**src/rtl/mem_bus_if_pkg.sv**
```systemverilog
// Shared definitions for the MEM-stage bus master sequencer.
//   - FSM state encoding (2 bits)
//   - bus direction values (READ/WRITE)
//   - active-low enable/disable levels used on the bus control lines
//   - word address and data widths
package mem_bus_if_pkg;

    localparam int WORD_ADDR_W = 30;
    localparam int DATA_W      = 32;

    localparam logic READ  = 1'b1;
    localparam logic WRITE = 1'b0;

    // Active-low control levels for as_, bus_req_, bus_grnt_, bus_as_, bus_rdy_
    localparam logic ENABLE_  = 1'b0;
    localparam logic DISABLE_ = 1'b1;

    typedef enum logic [1:0] {
        BUS_IF_STATE_IDLE   = 2'd0,
        BUS_IF_STATE_REQ    = 2'd1,
        BUS_IF_STATE_ACCESS = 2'd2,
        BUS_IF_STATE_STALL  = 2'd3
    } bus_if_state_e;

endpackage

```
**src/rtl/mem_bus_if_timeout_cnt.sv**
```systemverilog
// Ready-timeout counter for the bus master.
// Ports:
//   clk, reset  - clock, synchronous active-high reset
//   clear       - zero the count (takes priority over enable)
//   enable      - increment the count this cycle
//   terminal    - count currently equals TIMEOUT_CYC
module mem_bus_if_timeout_cnt #(
    parameter int CNT_W       = 8,
    parameter int TIMEOUT_CYC = 255
) (
    input  logic clk,
    input  logic reset,
    input  logic clear,
    input  logic enable,
    output logic terminal
);

    logic [CNT_W-1:0] count_reg;

    always_ff @(posedge clk) begin
        if (reset) begin
            count_reg <= '0;
        end else if (clear) begin
            count_reg <= '0;
        end else if (enable) begin
            count_reg <= count_reg + CNT_W'(1);
        end
    end

    assign terminal = (count_reg == CNT_W'(TIMEOUT_CYC));

endmodule

```
**src/rtl/mem_bus_if.sv**
```systemverilog
// Bus master sequencer between the MEM-stage access controller and the
// shared system bus. A single-cycle access strobe starts a multi-cycle
// transaction: request -> grant -> one-cycle address strobe -> wait ready.
// A watchdog aborts the transaction if ready never arrives.
// Ports:
//   clk, reset               - clock, synchronous active-high reset
//   stall, flush             - pipeline control
//   as_, rw, addr, wr_data   - access request from MEM stage (as_ active low)
//   rd_data                  - read buffer, updated only by completed reads
//   busy                     - pipeline stall request (combinational)
//   bus_err                  - one-cycle pulse after a timeout abort
//   bus_req_/bus_grnt_       - bus arbitration (active low)
//   bus_as_/bus_rw/bus_addr/bus_wr_data/bus_rd_data/bus_rdy_ - bus signals
module mem_bus_if
    import mem_bus_if_pkg::*;
#(
    parameter int TIMEOUT_CYC = 255,
    parameter int CNT_W       = 8
) (
    input  logic                   clk,
    input  logic                   reset,
    input  logic                   stall,
    input  logic                   flush,
    input  logic                   as_,
    input  logic                   rw,
    input  logic [WORD_ADDR_W-1:0] addr,
    input  logic [DATA_W-1:0]      wr_data,
    output logic [DATA_W-1:0]      rd_data,
    output logic                   busy,
    output logic                   bus_err,
    output logic                   bus_req_,
    input  logic                   bus_grnt_,
    output logic                   bus_as_,
    output logic                   bus_rw,
    output logic [WORD_ADDR_W-1:0] bus_addr,
    output logic [DATA_W-1:0]      bus_wr_data,
    input  logic [DATA_W-1:0]      bus_rd_data,
    input  logic                   bus_rdy_
);

    bus_if_state_e          state_reg;
    logic                   bus_req_reg;
    logic                   bus_as_reg;
    logic                   bus_rw_reg;
    logic [WORD_ADDR_W-1:0] bus_addr_reg;
    logic [DATA_W-1:0]      bus_wr_data_reg;
    logic [DATA_W-1:0]      rd_buf_reg;
    logic                   bus_err_reg;
    logic                   timeout_tc;

    // Counter is zeroed while waiting for grant so every ACCESS starts at 0,
    // and counts only the cycles in ACCESS that ready is still high.
    mem_bus_if_timeout_cnt #(
        .CNT_W       (CNT_W),
        .TIMEOUT_CYC (TIMEOUT_CYC)
    ) u_timeout (
        .clk      (clk),
        .reset    (reset),
        .clear    (state_reg == BUS_IF_STATE_REQ),
        .enable   ((state_reg == BUS_IF_STATE_ACCESS) && (bus_rdy_ == DISABLE_)),
        .terminal (timeout_tc)
    );

    always_ff @(posedge clk) begin
        if (reset) begin
            state_reg       <= BUS_IF_STATE_IDLE;
            bus_req_reg     <= DISABLE_;
            bus_as_reg      <= DISABLE_;
            bus_rw_reg      <= READ;
            bus_addr_reg    <= '0;
            bus_wr_data_reg <= '0;
            rd_buf_reg      <= '0;
            bus_err_reg     <= 1'b0;
        end else begin
            // Address strobe and error are single-cycle pulses.
            bus_as_reg  <= DISABLE_;
            bus_err_reg <= 1'b0;
            case (state_reg)
                BUS_IF_STATE_IDLE: begin
                    if ((as_ == ENABLE_) && !flush) begin
                        bus_addr_reg    <= addr;
                        bus_rw_reg      <= rw;
                        bus_wr_data_reg <= wr_data;
                        bus_req_reg     <= ENABLE_;
                        state_reg       <= BUS_IF_STATE_REQ;
                    end
                end
                BUS_IF_STATE_REQ: begin
                    if (bus_grnt_ == ENABLE_) begin
                        bus_as_reg <= ENABLE_;
                        state_reg  <= BUS_IF_STATE_ACCESS;
                    end
                end
                BUS_IF_STATE_ACCESS: begin
                    // Ready takes precedence over a coincident timeout.
                    if (bus_rdy_ == ENABLE_) begin
                        if (bus_rw_reg == READ) begin
                            rd_buf_reg <= bus_rd_data;
                        end
                        bus_req_reg <= DISABLE_;
                        state_reg   <= stall ? BUS_IF_STATE_STALL : BUS_IF_STATE_IDLE;
                    end else if (timeout_tc) begin
                        bus_req_reg <= DISABLE_;
                        bus_err_reg <= 1'b1;
                        state_reg   <= BUS_IF_STATE_IDLE;
                    end
                end
                BUS_IF_STATE_STALL: begin
                    // as_ is ignored here: the same instruction is still presented.
                    if (!stall || flush) begin
                        state_reg <= BUS_IF_STATE_IDLE;
                    end
                end
                default: state_reg <= BUS_IF_STATE_IDLE;
            endcase
        end
    end

    // busy must be combinational so the pipeline stalls in the very cycle
    // the access is presented and releases in the very cycle ready arrives.
    always_comb begin
        busy = 1'b0;
        case (state_reg)
            BUS_IF_STATE_IDLE:   busy = (as_ == ENABLE_) && !flush;
            BUS_IF_STATE_REQ:    busy = 1'b1;
            BUS_IF_STATE_ACCESS: busy = (bus_rdy_ == DISABLE_);
            BUS_IF_STATE_STALL:  busy = 1'b0;
            default:             busy = 1'b0;
        endcase
    end

    assign rd_data     = rd_buf_reg;
    assign bus_err     = bus_err_reg;
    assign bus_req_    = bus_req_reg;
    assign bus_as_     = bus_as_reg;
    assign bus_rw      = bus_rw_reg;
    assign bus_addr    = bus_addr_reg;
    assign bus_wr_data = bus_wr_data_reg;

endmodule

```
**config.mk**
```make
export PLATFORM = sky130hd
export DESIGN_NAME = mem_bus_if
export DESIGN_NICKNAME = d
export VERILOG_FILES = /design/src/rtl/mem_bus_if_pkg.sv /design/src/rtl/mem_bus_if_timeout_cnt.sv /design/src/rtl/mem_bus_if.sv
export SDC_FILE = /design/constraint.sdc
export NUM_CORES = 1
export LEC_CHECK = 0
export BUFFER_PORTS_ARGS = -buffer_cell sky130_fd_sc_hd__buf_4
export CORE_ASPECT_RATIO = 0.7
export CORE_UTILIZATION = 30
export CTS_CLUSTER_SIZE = 20
export DETAILED_ROUTE_END_ITERATION = 12
export GPL_ROUTABILITY_DRIVEN = 1
export PLACE_DENSITY = 0.67
export SLEW_MARGIN = 30
export SYNTH_ARGS = -nofsm -noshare
export SYNTH_HDL_FRONTEND = slang
export SYNTH_SLANG_ARGS = --single-unit
```
**constraint.sdc**
```tcl
create_clock -name clk -period 2 [get_ports clk]
set_clock_uncertainty 0.2 [all_clocks]
set_input_delay 0.4 -clock clk [delete_from_list [all_inputs] [get_ports clk]]
set_output_delay 0.4 -clock clk [all_outputs]
set_load 0.01 [all_outputs]
```
* Yosys cells after proc, flatten, opt, wreduce, memory -nomap -nowiden *
Cells that the tools add are included.

word-level totals
  bits in registers = 108
  output and inout port bits = 99

operators by class
  $add $sub $neg = 1
  equality and inequality tests = 8
  multiplexer cells = 14
  bitwise operators = 4
  reductions and logical operators = 14

operators with widths
  cell                                                              number
  2-bit 2-to-1 mux                                                  6
  8-bit by 1-bit adder with 8-bit output (second input constant)    1
  8-bit == test (second input constant)                             1
  2-bit one-hot mux with 4 select lines                             1
  2-bit inequality test (second input constant)                     3
  3-bit AND reduction                                               2
  1-bit 2-to-1 mux                                                  5
  2-bit == test (second input constant)                             2
  1-bit NOT                                                         4
  1-bit one-hot mux with 4 select lines                             1
  4-bit AND reduction                                               1
  2-bit OR reduction                                                2
  3-bit inequality test (second input constant)                     1
  3-bit OR reduction                                                1
  2-bit by 1-bit == test with 1-bit output (second input constant)  1
  1-bit logical AND                                                 2
  1-bit zero test                                                   2
  2-bit zero test                                                   1
  1-bit one-hot mux with 2 select lines                             1
  2-bit AND reduction                                               1
  2-bit nonzero test                                                1
  1-bit logical OR                                                  1

* Logic depth before layout (Yosys ltp) *
Gate-level depths: netlist of the first run.

  depth in word-level cells = 4
  mapped depth = 5
  mapped depth without buffers = 4

* Cells and area by module *
Synthesis of the first run repeated with hierarchy kept, for this count alone.

second synthesis, totals
  cells, all modules = 485
  area, all modules = 3892.5 µm²

by module, submodules not included
  module                  times used  cells each  area each (µm²)  seq. area each (µm²)
  mem_bus_if              1           445         3538.4           2001.9
  mem_bus_if_timeout_cnt  1           40          354.1            160.2

* Worst setup path before layout of the first run *
OpenSTA, ideal clock, no wires.

  path type = in2reg
  start point = in as_
  end point = reg bus_addr_reg[0], in the netlist bus_addr[0]
  library setup time = 132 ps
  arrival time = 1319 ps
  setup slack = 349 ps
  cell stages on the path = 5
  buffers on the path = 2
  path through = or4_1 -> buf_2 -> buf_2 -> nand2_1 -> a21oi_1

on the way
  cells in the longest elaborated chain, start to end = 3

RTL lines
  item                                  line              source
  start, declared                       mem_bus_if.sv:24  input logic as_,
  1-bit NOT                             mem_bus_if.sv:80  if ((as_ == ENABLE_) && !flush) begin
  1-bit logical AND                     mem_bus_if.sv:80
  2-bit AND reduction (no source line)  -
  end signal, assigned                  mem_bus_if.sv:81  bus_addr_reg <= addr;
  end, declared                         mem_bus_if.sv:45  logic [WORD_ADDR_W-1:0] bus_addr_reg;

Every way passes these cells.
A chain may end at the register's enable or synchronous reset.

* Final worst setup path of the first run *
  start point = reg state_reg[0]
  end point = out busy

on the way
  cells in the longest elaborated chain, start to end = 2
  elaborated cells on any way between the ends = 5
  classes of those cells = eq/ne: 3; mux: 1; reduce/logical: 1

RTL lines
  item                                     line               source
  start, declared                          mem_bus_if.sv:41   bus_if_state_e state_reg;
  start signal, assigned                   mem_bus_if.sv:101  state_reg <= stall ? BUS_IF_STATE_STALL : BUS_IF_STATE_IDLE;
  2-bit == test (tied with other cells)    mem_bus_if.sv:123  case (state_reg)
  1-bit one-hot mux with 4 select lines *  mem_bus_if.sv:123
  end, declared                            mem_bus_if.sv:29   output logic busy,

Every way passes the cells marked *; elsewhere a longest branch is shown, timed or not.

==> impl_metrics.py, run 1 <==
metrics = {
    "cts": {
        "clk_root_buffer_cell": "clkbuf_16",
        "ctsHoldBuffers": 0,
        "clk-insertion-delay-late_ns": 0.34,
        "postCtsSetupBuffers": 0,
        "cts_buffers": 9,
        "cts_tree": "done",
        "htreeDepth": 3,
        "cts.sinks": 108,
        "cts_buffer_depth": 2,
        "clk_pin_slew_worst_paths_ns": 0.07,
        "ctsResizeCount": 1,
    },
    "worst_setup_path": {
        "crit_type": "reg2out",
        "cp-start-kind": "register",
        "rrSetupSlack_ns": 0.18,
        "cp_max_fo": 8,
        "worstPathRequired_ns": 1.40,
        "cp.arrival_ns": 1.32,
        "critPathCaptureType": "output port",
        "r2r_cells": 4,
    },
    "yosys": {
        "synth_warnings": 0,
        "synthAdderAreaFrac": 0.00316,
        "synth-main-ff-cell": "dfxtp_1",
        "async_reset_ff_frac": 0,
        "synth_top_family_by_area": "simple AND/OR/NAND/NOR gates",
        "synth_seq_cells": 108,
        "synthCells": 486,
        "synth_edf_count": 0,
        "ys_seq_area_frac": 0.546,
        "yosys.area_share.simple": 0.236,
        "avgSynthCellArea_sq_um": 8.14,
        "syn-cell-area_sq_um": 3960,
        "synth-xor-area-share": 0.00443,
        "muxShareOfSynthArea": 0.00759,
        "syn_nets": 589,
        "synth_compound_area_frac": 0.148,
        "synthDistinctLibCells": 37,
    },
    "route": {
        "routed_wl_um": 11200,
        "drc": 0,
        "wl_per_cell_um": 13.3,
        "vias": 3947,
        "final_antenna_net_count": 0,
        "drtIter0Drc": 126,
        "via_per_inst": 4.69,
        "drt_first_pass_iters": 4,
    },
    "global_route": {
        "grt_pass1_wl_um": 18300,
        "gr-total-overflow": 0,
        "grt_max_degree": 37,
        "first_global_vias": 3821,
        "grt_use_total": 0.165,
        "antenna_found_initial": 0,
    },
    "pwr": {
        "p_leak_nw": 2.50,
        "totalPowerFinal_mw": 4.46,
        "clock_power_share": 0.378,
        "power_switching_mw": 1.10,
        "irDropWorstVdd_uv": 361,
        "p_sw_frac": 0.247,
        "pwr_density_cell_nw_per_um2": 756,
        "seqPwrFrac": 0.506,
        "share_comb_of_total_power": 0.116,
        "intPower_mw": 3.36,
    },
    "sta": {
        "max_freq_mhz": 522,
        "timing.final.hold_violations": 0,
        "period_share": 0.958,
        "tightest_slew_ns": 0.372,
        "rsz0062_at_grt": "false",
        "tns_ns": 0,
        "drv_slew": 0,
        "setup_viol": 0,
        "fin_crit_ns": 1.92,
        "slew_headroom": 0.750,
    },
    "min_path": {
        "min_path_type": "in2reg",
        "holdPathStages": 3,
    },
    "placement": {
        "numPortBuffers": 200,
        "gp_congestion": 0.770,
        "place_hpwl_um": 8560,
        "dp_cells": 826,
    },
    "final_layout": {
        "nNetsFinal": 778,
        "stdcell_count": 842,
        "area_growth_syn_to_layout_pct": 49.2,
        "diodes": 0,
        "drive_gt1_frac": 0.347,
    },
    "outcome": {
        "run_status": "completed",
    },
    "job": {
        "max_cap_violations": 0,
    },
    "floorplanning": {
        "rows": 34,
        "start_util": 0.313,
        "fp.dieH_um": 98.1,
        "die_area_sq_um": 13700,
        "io_pins": 201,
        "core_sq_um": 12600,
        "die_w_um": 139,
    },
}
[final cells by class]
cell class	count	area [sq um]
clock buffer	9	225
inverter	4	15.0
sequential	108	2160
tap	162	203
timing repair buffer	213	1640
clock inverter	7	58.8
multi-input combinational	339	1600
fill	1235	6730
[critical path, stage by stage, from the launching register on]
cell	delay [ns]
dfxtp_1	0.40
buf_4	0.22
nor2_1	0.06
o21ai_0	0.15
buf_4	0.15
[synthesized netlist by cell type (all sizes together) (2+ instances only)]
cell    number  share of area
nand2      193           0.18
dfxtp      108           0.55
a21oi       99           0.13
buf         19          0.036
clkbuf      16          0.015
nand3        5         0.0063
nor2         5         0.0047
inv          4         0.0038
o21ai        4         0.0051
or4          4         0.0076
mux2i        3         0.0076
nor4         3          0.010
o31ai        3         0.0057
nand2b       2         0.0032
nand3b       2         0.0047
[cells by family (layout without fill, tap and decap cells)]
group | count (synthesis) | after routing
AND/OR/NAND/NOR | 222 | 222
buffers and inverters | 39 | 233
flip-flops | 108 | 108
XOR/XNOR | 2 | 2
multiplexers | 3 | 3
adder cells (fa/ha/maj) | 1 | 1
AO/OA/AOI/OAI | 111 | 111
[layer usage]
metal | GRT usage | vias to the layer above | part of all wire
met5 | 0 | - | 0
met4 | 0.0453 | 0 | 0.013
met3 | 0.0593 | 14 | 0.083
met2 | 0.277 | 149 | 0.47
met1 | 0.199 | 1817 | 0.44
li1 | - | 1967 | -
[cells in the final DEF (no fill, tap or decap), drive strengths merged]
cell type,n
buf,213
nand2,193
dfxtp,108
a21oi,99
clkbuf,9
inv,7
nor2,5
nand3,5
o21ai,4
or4,4
mux2i,3
o31ai,3
clkinv,3
nor4,3
nand2b,2
nand3b,2
nor4bb,1
nand4bb,1
and3b,1
a31oi,1
nand4,1
o21ba,1
a211oi,1
or3,1
nand4b,1
xnor2,1
xor2,1
nor4b,1
a311o,1
nor3,1
a2bb2oi,1
ha,1
clkinvlp,1
[stage by stage]
| stage | hold WS (ns) | area, sq um | setup WS (ns) | util |
|---|---|---|---|---|
| global placement | 0.243 | 5610 | 0.0483 | 0.444 |
| floorplan | 0.255 | 3960 | 0.349 | - |
| global route | 0.0709 | 5900 | 0.00355 | 0.467 |
| finish | 0.0799 | 5900 | 0.0843 | 0.467 |
| detailed placement | 0.247 | 5610 | 0.0212 | 0.444 |
| CTS | 0.0681 | 5900 | 0.0773 | 0.467 |
[path summary, 6_finish.rpt]
path / start / to
max: state_reg[0]$_SDFFE_PP0P_ / busy
min: rw / bus_rw$_SDFFE_PP1P_
max reg2reg: state_reg[0]$_SDFFE_PP0P_ / bus_wr_data[31]$_SDFFE_PP0P_
min reg2reg: bus_addr[24]$_SDFFE_PP0P_ / bus_addr[24]$_SDFFE_PP0P_
[power by group through the flow]
| stage | Sequential, mW | Combinational [mW] | Clock (mW) |
|---|---|---|---|
| CTS | 2.26 | 0.525 | 1.75 |
| global route | 2.27 | 0.567 | 1.85 |
| global placement | 2.30 | 0.513 | 0 |
| floorplan | 2.33 | 0.184 | 0 |
| detailed placement | 2.31 | 0.524 | 0 |
| finish | 2.26 | 0.520 | 1.69 |
(Power assumes the default switching activity.)
==> inputs of run 2 (changes only) <==
- RECOVER_POWER: not set -> 50
- SETUP_SLACK_MARGIN: not set -> 0.05
==> run 2 against run 1 <==
Effect of this change:
- core utilization fell by 2.9 points
- worst setup slack improved by 0.038 ns
- clock power about the same
- register-to-register slack about the same
- final area down 6.1%
- worst hold slack about the same
- count of clock-buffer cells in the layout stayed put
- sequential cell count is the same
- cell count did not move
- maximum frequency up 2.0%
- die area unchanged
- critical path type unchanged
- largest power group unchanged
==> impl_metrics.py, run 2 (synthesis results as in run 1) <==
metrics = {
    "final_layout": {
        "area_growth_syn_to_layout_pct": 40.0,
        "mostFrequentLayoutCells": "193 x nand2_1, 109 x buf_4, 107 x dfxtp_1, 99 x clkbuf_1, 98 x a21oi_1",
        "drive_gt1_frac": 0.203,
        "layout_commonest_cell": "nand2_1",
        "fin_util": 0.439,
        "nNetsFinal": 778,
        "nFillCells": 1322,
        "diodes": 0,
        "postLayoutCellArea_sq_um": 5540,
    },
    "cts": {
        "cts_buffers": 9,
        "clk_root_buffer_cell": "clkbuf_16",
        "postCtsSetupBuffers": 0,
        "clk-insertion-delay-late_ns": 0.34,
        "cts.sinks": 108,
        "cts_buffer_depth": 2,
        "ctsHoldBuffers": 0,
        "cts_tree": "done",
        "htreeDepth": 3,
        "clk_pin_slew_worst_paths_ns": 0.07,
    },
    "min_path": {
        "min_path_type": "in2reg",
        "hp-start": "rw",
        "hold_end": "bus_rw$_SDFFE_PP1P_",
        "holdPathStages": 3,
    },
    "global_route": {
        "grt_max_degree": 37,
        "gr-total-overflow": 0,
        "grt_use_total": 0.165,
        "first_global_vias": 3821,
        "grtUsageMet3": 0.0593,
        "gr-max-usage-layer": "met2",
        "grt.met2_usage": 0.277,
        "antenna_found_initial": 0,
        "grt_pass1_wl_um": 18300,
        "use_met1": 0.199,
    },
    "floorplanning": {
        "start_util": 0.313,
        "die_w_um": 139,
        "io_pins": 201,
        "die_area_sq_um": 13700,
        "fp.dieH_um": 98.1,
        "core_sq_um": 12600,
        "rows": 34,
    },
    "worst_setup_path": {
        "regToRegEndpoint": "state_reg[0]$_SDFFE_PP0P_",
        "critPathSlowestCell": "dfxtp_1",
        "crit_path_max_incr_delay_ns": 0.34,
        "cp_max_fo": 13,
        "cp-start-kind": "register",
        "path_delay_family": "flip-flops",
        "critPathCaptureType": "output port",
        "crit_type": "reg2out",
        "path_cells": "buf_6 -> nand3b_4 -> o21ai_0 -> buf_4",
        "rrSetupSlack_ns": 0.19,
        "cp_num_buf_inv": 2,
        "cp.arrival_ns": 1.28,
        "r2r_cells": 3,
        "reg2reg_from": "state_reg[0]$_SDFFE_PP0P_",
        "worstPathRequired_ns": 1.40,
    },
    "route": {
        "final_antenna_net_count": 0,
        "wl_per_cell_um": 13.3,
        "drtIter0Drc": 147,
        "drt_first_pass_iters": 4,
        "routed_wl_um": 11200,
        "drc": 0,
        "vias": 3930,
        "via_per_inst": 4.67,
    },
    "sta": {
        "drv_slew": 0,
        "setup_viol": 0,
        "slew_headroom": 0.750,
        "period_share": 0.939,
        "fin_ws_ns": 0.123,
        "tns_ns": 0,
        "fin_crit_ns": 1.88,
        "tightest_slew_ns": 0.372,
        "rsz0062_at_grt": "false",
        "timing.final.hold_violations": 0,
        "max_freq_mhz": 533,
    },
    "pwr": {
        "p_leak_nw": 2.09,
        "pwr_density_cell_nw_per_um2": 796,
        "irDropWorstVdd_uv": 358,
    },
    "outcome": {
        "run_status": "completed",
    },
    "job": {
        "max_cap_violations": 0,
    },
    "placement": {
        "dp_slack_ns": 0.0212,
        "postPlaceCellArea_sq_um": 5610,
        "place_hpwl_um": 8560,
        "gp_congestion": 0.770,
        "numPortBuffers": 200,
    },
}
-- run 2: cell types whose count changed in the layout (fill, tap and decap cells not counted), sizes merged --
cell	previous run	this run
clkbuf	9	108
buf	213	114
-- run 2: metrics by stage --
step | power, mW | cells | hold slack, ns
2_1_floorplan | 2.52 | 486 | 0.255
3_3_place_gp | 2.82 | 826 | 0.243
3_5_place_dp | 2.83 | 826 | 0.247
4_1_cts | 4.53 | 842 | 0.0681
5_1_grt | 4.63 | 842 | 0.0708
6_report | 4.41 | 842 | 0.0797
-- run 2: worst max-delay path by stage --
stage,start,to,slack [ns],cells after the start
after floorplan,as_,bus_addr[0]$_SDFFE_PP0P_,0.35,5
after global placement,as_,bus_wr_data[25]$_SDFFE_PP0P_,0.05,5
after detailed placement,as_,bus_addr[13]$_SDFFE_PP0P_,0.02,5
after CTS,state_reg[0]$_SDFFE_PP0P_,busy,0.08,4
after global routing,state_reg[1]$_SDFFE_PP0P_,busy,0.06,4
final,state_reg[1]$_SDFFE_PP0P_,busy,0.12,4
-- run 2: worst reg2reg max path, stage by stage, from the launching register on --
cell      delay (ns)
dfxtp_2         0.35
or4_2           0.68
buf_4           0.24
a211oi_1        0.24
-- run 2: layout make-up --
cell class / count / area (sq um) / share of cell area
clock buffer: 9 / 225 / 0.0406
timing repair buffer: 213 / 1270 / 0.230
tap: 162 / 203 / 0.0366
clock inverter: 7 / 58.8 / 0.0106
multi-input combinational: 339 / 1600 / 0.289
sequential: 108 / 2160 / 0.390
inverter: 4 / 15.0 / 0.00271
-- run 2: repair_timing --
action	in CTS	in global routing
endpoints found under the setup margin	1	1
gates resized for setup	1	3
gates cloned	0	0
-- run 2: power by group --
group | switching [mW] | leakage (nW) | internal (mW)
clock network | 0.820 | 0.138 | 0.865
logic | 0.240 | 1.07 | 0.230
registers | 0.0382 | 0.878 | 2.22
total | 1.10 | 2.09 | 3.31
-- run 2: routing by layer --
| layer | up-vias | routed length [um] |
|---|---|---|
| li1 | 1970 | - |
| met1 | 1801 | 4980 |
| met2 | 145 | 5200 |
| met3 | 14 | 907 |
| met4 | 0 | 143 |
| met5 | - | 0 |
